File: src/rtl/cmd_frame_pkg.sv
// Shared constants for the framed command parser: frame bytes, error codes
// and the parser state encoding.
package cmd_frame_pkg;

    localparam logic [7:0] SYNC_BYTE = 8'hA5;
    localparam logic [7:0] CMD_WRITE = 8'h01;
    localparam logic [7:0] CMD_START = 8'h02;

    localparam logic [2:0] ERR_NONE    = 3'd0;
    localparam logic [2:0] ERR_BADLEN  = 3'd1;
    localparam logic [2:0] ERR_CSUM    = 3'd2;
    localparam logic [2:0] ERR_TIMEOUT = 3'd3;
    localparam logic [2:0] ERR_BADCMD  = 3'd4;
    localparam logic [2:0] ERR_OVERRUN = 3'd5;

    typedef enum logic [2:0] {
        ST_IDLE  = 3'd0,
        ST_CMD   = 3'd1,
        ST_ADDR  = 3'd2,
        ST_LEN   = 3'd3,
        ST_DATA  = 3'd4,
        ST_CSUM  = 3'd5,
        ST_FLUSH = 3'd6
    } state_t;

endpackage

File: src/rtl/cmd_frame_parser_frame_buf.sv
// Payload buffer for one WRITE frame: registered write port, combinational
// read port driven by the flush index.
module frame_buf #(
    parameter int MAX_LEN = 32,
    parameter int IDX_W   = 5
) (
    input  logic             clk,
    input  logic             we,
    input  logic [IDX_W-1:0] wr_idx,
    input  logic [7:0]       wr_data,
    input  logic [IDX_W-1:0] rd_idx,
    output logic [7:0]       rd_data
);

    logic [7:0] mem [MAX_LEN];

    // No reset: contents are only ever read after being written by the same frame.
    always_ff @(posedge clk) begin
        if (we) begin
            mem[wr_idx] <= wr_data;
        end
    end

    assign rd_data = mem[rd_idx];

endmodule

File: src/rtl/cmd_frame_parser.sv
// Framed command parser: SYNC CMD ADDR LEN payload CSUM, flushing payload to
// parameter RAM only after a good checksum. Optional CMD_FRAME_TIMEOUT_EN.
module cmd_frame_parser
    import cmd_frame_pkg::*;
#(
    parameter int MAX_LEN = 32,
    parameter int TIMEOUT = 50000
) (
    input  logic       clk,
    input  logic       rst,
    input  logic [7:0] rx_data,
    input  logic       rx_valid,
    output logic       wr_en,
    output logic [7:0] wr_addr,
    output logic [7:0] wr_data,
    output logic       pc_start,
    output logic       frame_ok,
    output logic       frame_err,
    output logic [2:0] err_code,
    output logic       busy,
    output logic [2:0] state_dbg
);

    localparam int         IDX_W     = (MAX_LEN > 1) ? $clog2(MAX_LEN) : 1;
    localparam logic [7:0] MAX_LEN_B = 8'(MAX_LEN);

    if (MAX_LEN < 1 || MAX_LEN > 255 || TIMEOUT < 2) begin : g_param_check
        $error("cmd_frame_parser: MAX_LEN must be 1..255 and TIMEOUT at least 2");
    end

    // Handshake: rx_valid is a one-cycle strobe with no back-pressure; a byte
    // is consumed on every cycle it is high, so there is no ready signal.

    state_t     state, state_n;
    logic [7:0] cmd_q, cmd_n;
    logic [7:0] addr_q, addr_n;
    logic [7:0] len_q, len_n;
    logic [7:0] csum_q, csum_n;
    logic [7:0] cnt_q, cnt_n;
    logic       wr_en_n, pc_start_n, frame_ok_n, frame_err_n;
    logic [7:0] wr_addr_n, wr_data_n;
    logic [2:0] err_code_n;
    logic       buf_we;
    logic [7:0] buf_rd;

`ifdef CMD_FRAME_TIMEOUT_EN
    logic [31:0] tmr_q, tmr_n;
`endif

    frame_buf #(
        .MAX_LEN (MAX_LEN),
        .IDX_W   (IDX_W)
    ) u_frame_buf (
        .clk     (clk),
        .we      (buf_we),
        .wr_idx  (cnt_q[IDX_W-1:0]),
        .wr_data (rx_data),
        .rd_idx  (cnt_q[IDX_W-1:0]),
        .rd_data (buf_rd)
    );

    always_comb begin
        state_n     = state;
        cmd_n       = cmd_q;
        addr_n      = addr_q;
        len_n       = len_q;
        csum_n      = csum_q;
        cnt_n       = cnt_q;
        wr_en_n     = 1'b0;
        wr_addr_n   = wr_addr;
        wr_data_n   = wr_data;
        pc_start_n  = 1'b0;
        frame_ok_n  = 1'b0;
        frame_err_n = 1'b0;
        err_code_n  = err_code;
        buf_we      = 1'b0;

        case (state)
            ST_IDLE: begin
                if (rx_valid && rx_data == SYNC_BYTE) begin
                    state_n = ST_CMD;
                    csum_n  = 8'h00;
                    cnt_n   = 8'h00;
                end
            end
            ST_CMD: begin
                if (rx_valid) begin
                    if (rx_data == CMD_WRITE || rx_data == CMD_START) begin
                        cmd_n   = rx_data;
                        csum_n  = csum_q ^ rx_data;
                        state_n = ST_ADDR;
                    end else begin
                        frame_err_n = 1'b1;
                        err_code_n  = ERR_BADCMD;
                        state_n     = ST_IDLE;
                    end
                end
            end
            ST_ADDR: begin
                if (rx_valid) begin
                    addr_n  = rx_data;
                    csum_n  = csum_q ^ rx_data;
                    state_n = ST_LEN;
                end
            end
            ST_LEN: begin
                if (rx_valid) begin
                    len_n  = rx_data;
                    csum_n = csum_q ^ rx_data;
                    if (cmd_q == CMD_START) begin
                        if (rx_data != 8'h00) begin
                            frame_err_n = 1'b1;
                            err_code_n  = ERR_BADLEN;
                            state_n     = ST_IDLE;
                        end else begin
                            state_n = ST_CSUM;
                        end
                    end else if (rx_data == 8'h00 || rx_data > MAX_LEN_B) begin
                        frame_err_n = 1'b1;
                        err_code_n  = ERR_BADLEN;
                        state_n     = ST_IDLE;
                    end else begin
                        state_n = ST_DATA;
                    end
                end
            end
            ST_DATA: begin
                if (rx_valid) begin
                    buf_we = 1'b1;
                    csum_n = csum_q ^ rx_data;
                    cnt_n  = cnt_q + 8'd1;
                    if (cnt_q == len_q - 8'd1) begin
                        cnt_n   = 8'h00;
                        state_n = ST_CSUM;
                    end
                end
            end
            ST_CSUM: begin
                if (rx_valid) begin
                    if (rx_data != csum_q) begin
                        frame_err_n = 1'b1;
                        err_code_n  = ERR_CSUM;
                        state_n     = ST_IDLE;
                    end else if (cmd_q == CMD_START) begin
                        pc_start_n = 1'b1;
                        frame_ok_n = 1'b1;
                        state_n    = ST_IDLE;
                    end else begin
                        // First write goes out with the state change; cnt is 0 here.
                        wr_en_n   = 1'b1;
                        wr_addr_n = addr_q;
                        wr_data_n = buf_rd;
                        cnt_n     = 8'd1;
                        state_n   = ST_FLUSH;
                    end
                end
            end
            ST_FLUSH: begin
                if (cnt_q == len_q) begin
                    frame_ok_n = 1'b1;
                    state_n    = ST_IDLE;
                end else begin
                    wr_en_n   = 1'b1;
                    wr_addr_n = addr_q + cnt_q;
                    wr_data_n = buf_rd;
                    cnt_n     = cnt_q + 8'd1;
                end
                if (rx_valid) begin
                    frame_err_n = 1'b1;
                    err_code_n  = ERR_OVERRUN;
                end
            end
            default: state_n = ST_IDLE;
        endcase

`ifdef CMD_FRAME_TIMEOUT_EN
        tmr_n = tmr_q;
        if (rx_valid) begin
            tmr_n = 32'd1;
        end else if (state != ST_IDLE && state != ST_FLUSH) begin
            tmr_n = tmr_q + 32'd1;
            if (tmr_q == 32'(TIMEOUT - 1)) begin
                frame_err_n = 1'b1;
                err_code_n  = ERR_TIMEOUT;
                state_n     = ST_IDLE;
            end
        end
`endif
    end

    always_ff @(posedge clk or posedge rst) begin
        if (rst) begin
            state     <= ST_IDLE;
            cmd_q     <= 8'h00;
            addr_q    <= 8'h00;
            len_q     <= 8'h00;
            csum_q    <= 8'h00;
            cnt_q     <= 8'h00;
            wr_en     <= 1'b0;
            wr_addr   <= 8'h00;
            wr_data   <= 8'h00;
            pc_start  <= 1'b0;
            frame_ok  <= 1'b0;
            frame_err <= 1'b0;
            err_code  <= ERR_NONE;
            busy      <= 1'b0;
        end else begin
            state     <= state_n;
            cmd_q     <= cmd_n;
            addr_q    <= addr_n;
            len_q     <= len_n;
            csum_q    <= csum_n;
            cnt_q     <= cnt_n;
            wr_en     <= wr_en_n;
            wr_addr   <= wr_addr_n;
            wr_data   <= wr_data_n;
            pc_start  <= pc_start_n;
            frame_ok  <= frame_ok_n;
            frame_err <= frame_err_n;
            err_code  <= err_code_n;
            busy      <= (state_n != ST_IDLE);
        end
    end

`ifdef CMD_FRAME_TIMEOUT_EN
    always_ff @(posedge clk or posedge rst) begin
        if (rst) begin
            tmr_q <= 32'd0;
        end else begin
            tmr_q <= tmr_n;
        end
    end
`endif

    assign state_dbg = state;

endmodule

File: config.mk
export PLATFORM = sky130hd
export DESIGN_NAME = cmd_frame_parser
export DESIGN_NICKNAME = d
export VERILOG_FILES = /design/src/rtl/cmd_frame_pkg.sv /design/src/rtl/cmd_frame_parser_frame_buf.sv /design/src/rtl/cmd_frame_parser.sv
export SDC_FILE = /design/constraint.sdc
export NUM_CORES = 1
export LEC_CHECK = 0
export CORE_ASPECT_RATIO = 1.75
export CORE_UTILIZATION = 50
export DETAILED_ROUTE_END_ITERATION = 8
export GPL_TIMING_DRIVEN = 0
export MAX_ROUTING_LAYER = met4
export PLACE_DENSITY = 0.69
export SYNTH_ARGS = -nofsm -noshare
export SYNTH_HDL_FRONTEND = slang
export SYNTH_SLANG_ARGS = --single-unit
File: constraint.sdc
create_clock -name clk -period 6.4 [get_ports clk]
set_clock_uncertainty 0.1 [all_clocks]
set_input_delay 1.28 -clock clk [delete_from_list [all_inputs] [get_ports clk]]
set_output_delay 1.28 -clock clk [all_outputs]
set_load 0.02 [all_outputs]
==> impl_metrics.env <==
export IMPL_drive_gt1_frac=0.1758
export IMPL_start_util=0.5121
export IMPL_clk_latency_ps=570
export IMPL_grt_pass1_vias=8070
export IMPL_track_usage=0.2437
export IMPL_layout_common_cells="256 x edfxtp_1, 67 x dfrtp_1, 64 x mux4_2, 49 x nor2_1, 39 x nand2_1"
export IMPL_p_leak_uw=0.005352
export IMPL_synth_seq_cells=323
export IMPL_timing_fmax_mhz=203.2
export IMPL_num_fill_cells=2042
export IMPL_yosys_area_top_type="edfxtp_1"
export IMPL_worst_r2r_setup_slack_ps=2810
export IMPL_cts_buffers=28
export IMPL_wire_per_inst_um=24.53
export IMPL_cp_start_kind="input pin"
export IMPL_die_w_um=127.2
export IMPL_yosys_warnings=0
export IMPL_synth_edf_count=256
export IMPL_post_cts_resized=0
export IMPL_htreeDepth=1
export IMPL_path_cells="clkdlybuf4s50_1, clkbuf_1, xor2_1, nor4_1, and4_1, o311ai_0, nor2_1, a22o_1"
export IMPL_design_die_area_um2=28130
export IMPL_period_share=0.7689
export IMPL_syn_area_um2=13720
export IMPL_ys_async_sr_fraction=0.2074
export IMPL_netlist_instances=839
export IMPL_end_kind="flip-flop"
export IMPL_dp_hpwl_um=21950
export IMPL_core_um2=26790
export IMPL_drt_iter0_drc=579
export IMPL_setup_viol=0
export IMPL_avgViaCountPerCell=5.930
export IMPL_rsz0062_at_grt="false"
export IMPL_routed_wl_um=31660
export IMPL_yosysTopAreaCellShare=0.5604
export IMPL_drv_slew=0
export IMPL_cts_tree="built"
export IMPL_syn_area_per_cell_um2=16.35
export IMPL_die_y_um=221.1
export IMPL_drcViolationCount=0
export IMPL_clockBufferDepth=3
export IMPL_worstSetupPathType="in2reg"
export IMPL_netlist_top_cells_area="edfxtp_1 56%, dfrtp_1 12%, mux4_2 11%"
export IMPL_pre_cts_ws_ps=966.5
export IMPL_cts_hold_fix_buffers=0
export IMPL_ys_flop_type="edfxtp_1"
export IMPL_fin_crit_ps=4921
export IMPL_gr_total_overflow=0
export IMPL_grt_max_degree=68
export IMPL_slew_headroom=0.06187
export IMPL_layout_commonest_cell="edfxtp_1"
export IMPL_seq_area_frac_synth=0.6826
export IMPL_slowest_stage="clkdlybuf4s50_1"
export IMPL_final_hold_violation_count=0
export IMPL_grt_pass1_wl_um=48340
export IMPL_max_vdd_ir_drop_uv=203.4
export IMPL_vias=7655
export IMPL_antenna_found_initial=0
export IMPL_clock_root_buffer="clkbuf_16"
export IMPL_place_area_um2=14520
export IMPL_cpPeakStageDelay_ps=1320
export IMPL_worstHoldPathType="reg2reg"
export IMPL_maxCapViolations=0
export IMPL_nets=929
export IMPL_arrival_ps=5260
export IMPL_hold_ws_ps=378.5
export IMPL_globalplace_congestion=0.9853
export IMPL_power_density_nw_per_um2=261.3
export IMPL_port_buffers=36
export IMPL_postRouteAntennaNets=0
export IMPL_crit_fanout=33
export IMPL_clk_pin_slew_ps=70
export IMPL_area_growth_pct=12.54
export IMPL_cts_setup_buffers=0
export IMPL_antenna_cells=0
export IMPL_io_pins=38
export IMPL_clock_sinks=323
export IMPL_cp_required_ps=6740
export IMPL_fin_area_um2=15440
export IMPL_tns_ps=0
export IMPL_synth_cell_type_count=61
export IMPL_tightestPinTransition_ps=1403
export IMPL_row_count=79
export IMPL_setup_slack_ps=1479
export IMPL_final_util=0.5763
export IMPL_status="completed"
export IMPL_syn_nets=863
export IMPL_drt_first_pass_iters=6
stage by stage:
step	total power (uW)	cells
after floorplan	2329	839
after global placement	2374	1239
after detailed placement	2374	1239
after CTS	4064	1291
after global routing	4140	1291
final	4035	1291
layer usage:
metal	vias to the layer above	routed length [um]	GRT usage
met5	-	0	-
met4	0	1541	0.1152
met3	81	1488	0.03554
met2	263	17520	0.4424
met1	3878	11120	0.2562
li1	3433	-	-
registers in the layout (all words and copies together) (netlist names), 3 cells and up:
name,count
cmd_q,8
wr_data,8
len_q,8
state_dbg,3
u_frame_buf.mem,256
addr_q,8
csum_q,8
wr_addr,8
cnt_q,8
err_code,3
final cells by class:
| cell class | instances | area [um^2] | area share |
|---|---|---|---|
| Inverter | 17 | 66.31 | 0.004295 |
| Buffer | 47 | 203.9 | 0.01321 |
| Sequential cell | 323 | 9364 | 0.6065 |
| Multi-Input combinational cell | 452 | 4086 | 0.2647 |
| Tap cell | 364 | 455.4 | 0.02950 |
| Timing Repair Buffer | 36 | 340.3 | 0.02204 |
| Clock buffer | 35 | 758.2 | 0.04911 |
| Clock inverter | 17 | 163.9 | 0.01062 |
final timing paths:
path,depth (start not counted),from,endpoint
max in group asynchronous,2,rst,cmd_q[2]
worst max-delay path,8,rx_data[1],cnt_q[4]
worst max register to register,11,cnt_q[1],wr_addr[6]
min in group asynchronous,2,rst,wr_addr[1]
worst min register to register,2,wr_addr[7],wr_addr[7]
worst min-delay path,2,wr_addr[7],wr_addr[7]
cells in the mapped netlist, types with 5 or more instances:
cell and n:
a21oi_1 13, a22oi_1 33, and2_1 12, and3_1 6, buf_1 12, buf_2 10
clkbuf_1 23, dfrtp_1 67, edfxtp_1 256, ha_1 12, inv_1 17, mux2_2 29
mux2i_1 5, mux4_2 64, nand2_1 39, nand2b_1 10, nand3_1 13, nand4_1 10
nor2_1 49, nor2b_1 8, nor3_1 17, nor3b_1 8, nor4_1 5, o21ai_0 26
o2bb2ai_1 8, xnor2_1 13, xor2_1 11
cells by family after synthesis:
group / Yosys count / synth area share
buffers and inverters: 64 / 0.01952
multiplexers: 98 / 0.1325
flip-flops: 323 / 0.6826
AND/OR/NAND/NOR: 202 / 0.07880
XOR/XNOR: 24 / 0.01532
AO/OA/AOI/OAI: 115 / 0.05883
adder cells (fa/ha/maj): 13 / 0.01240
power breakdown:
part / switching, uW / total (uW) / internal (uW) / leakage (uW)
sequential: 0.0604 / 2270 / 2270 / 0.00313
combinational: 50.7 / 59.9 / 9.21 / 0.00177
clock: 745 / 1710 / 962 / 0.000451
critical path, delay by kind of cell:
family / cells / cell delay (ps)
xor+xnor: 1 / 220
simple gates: 3 / 540
buf+inv: 2 / 1870
compound gates: 2 / 1330
Note: power is estimated with default switching activity, not from simulation.
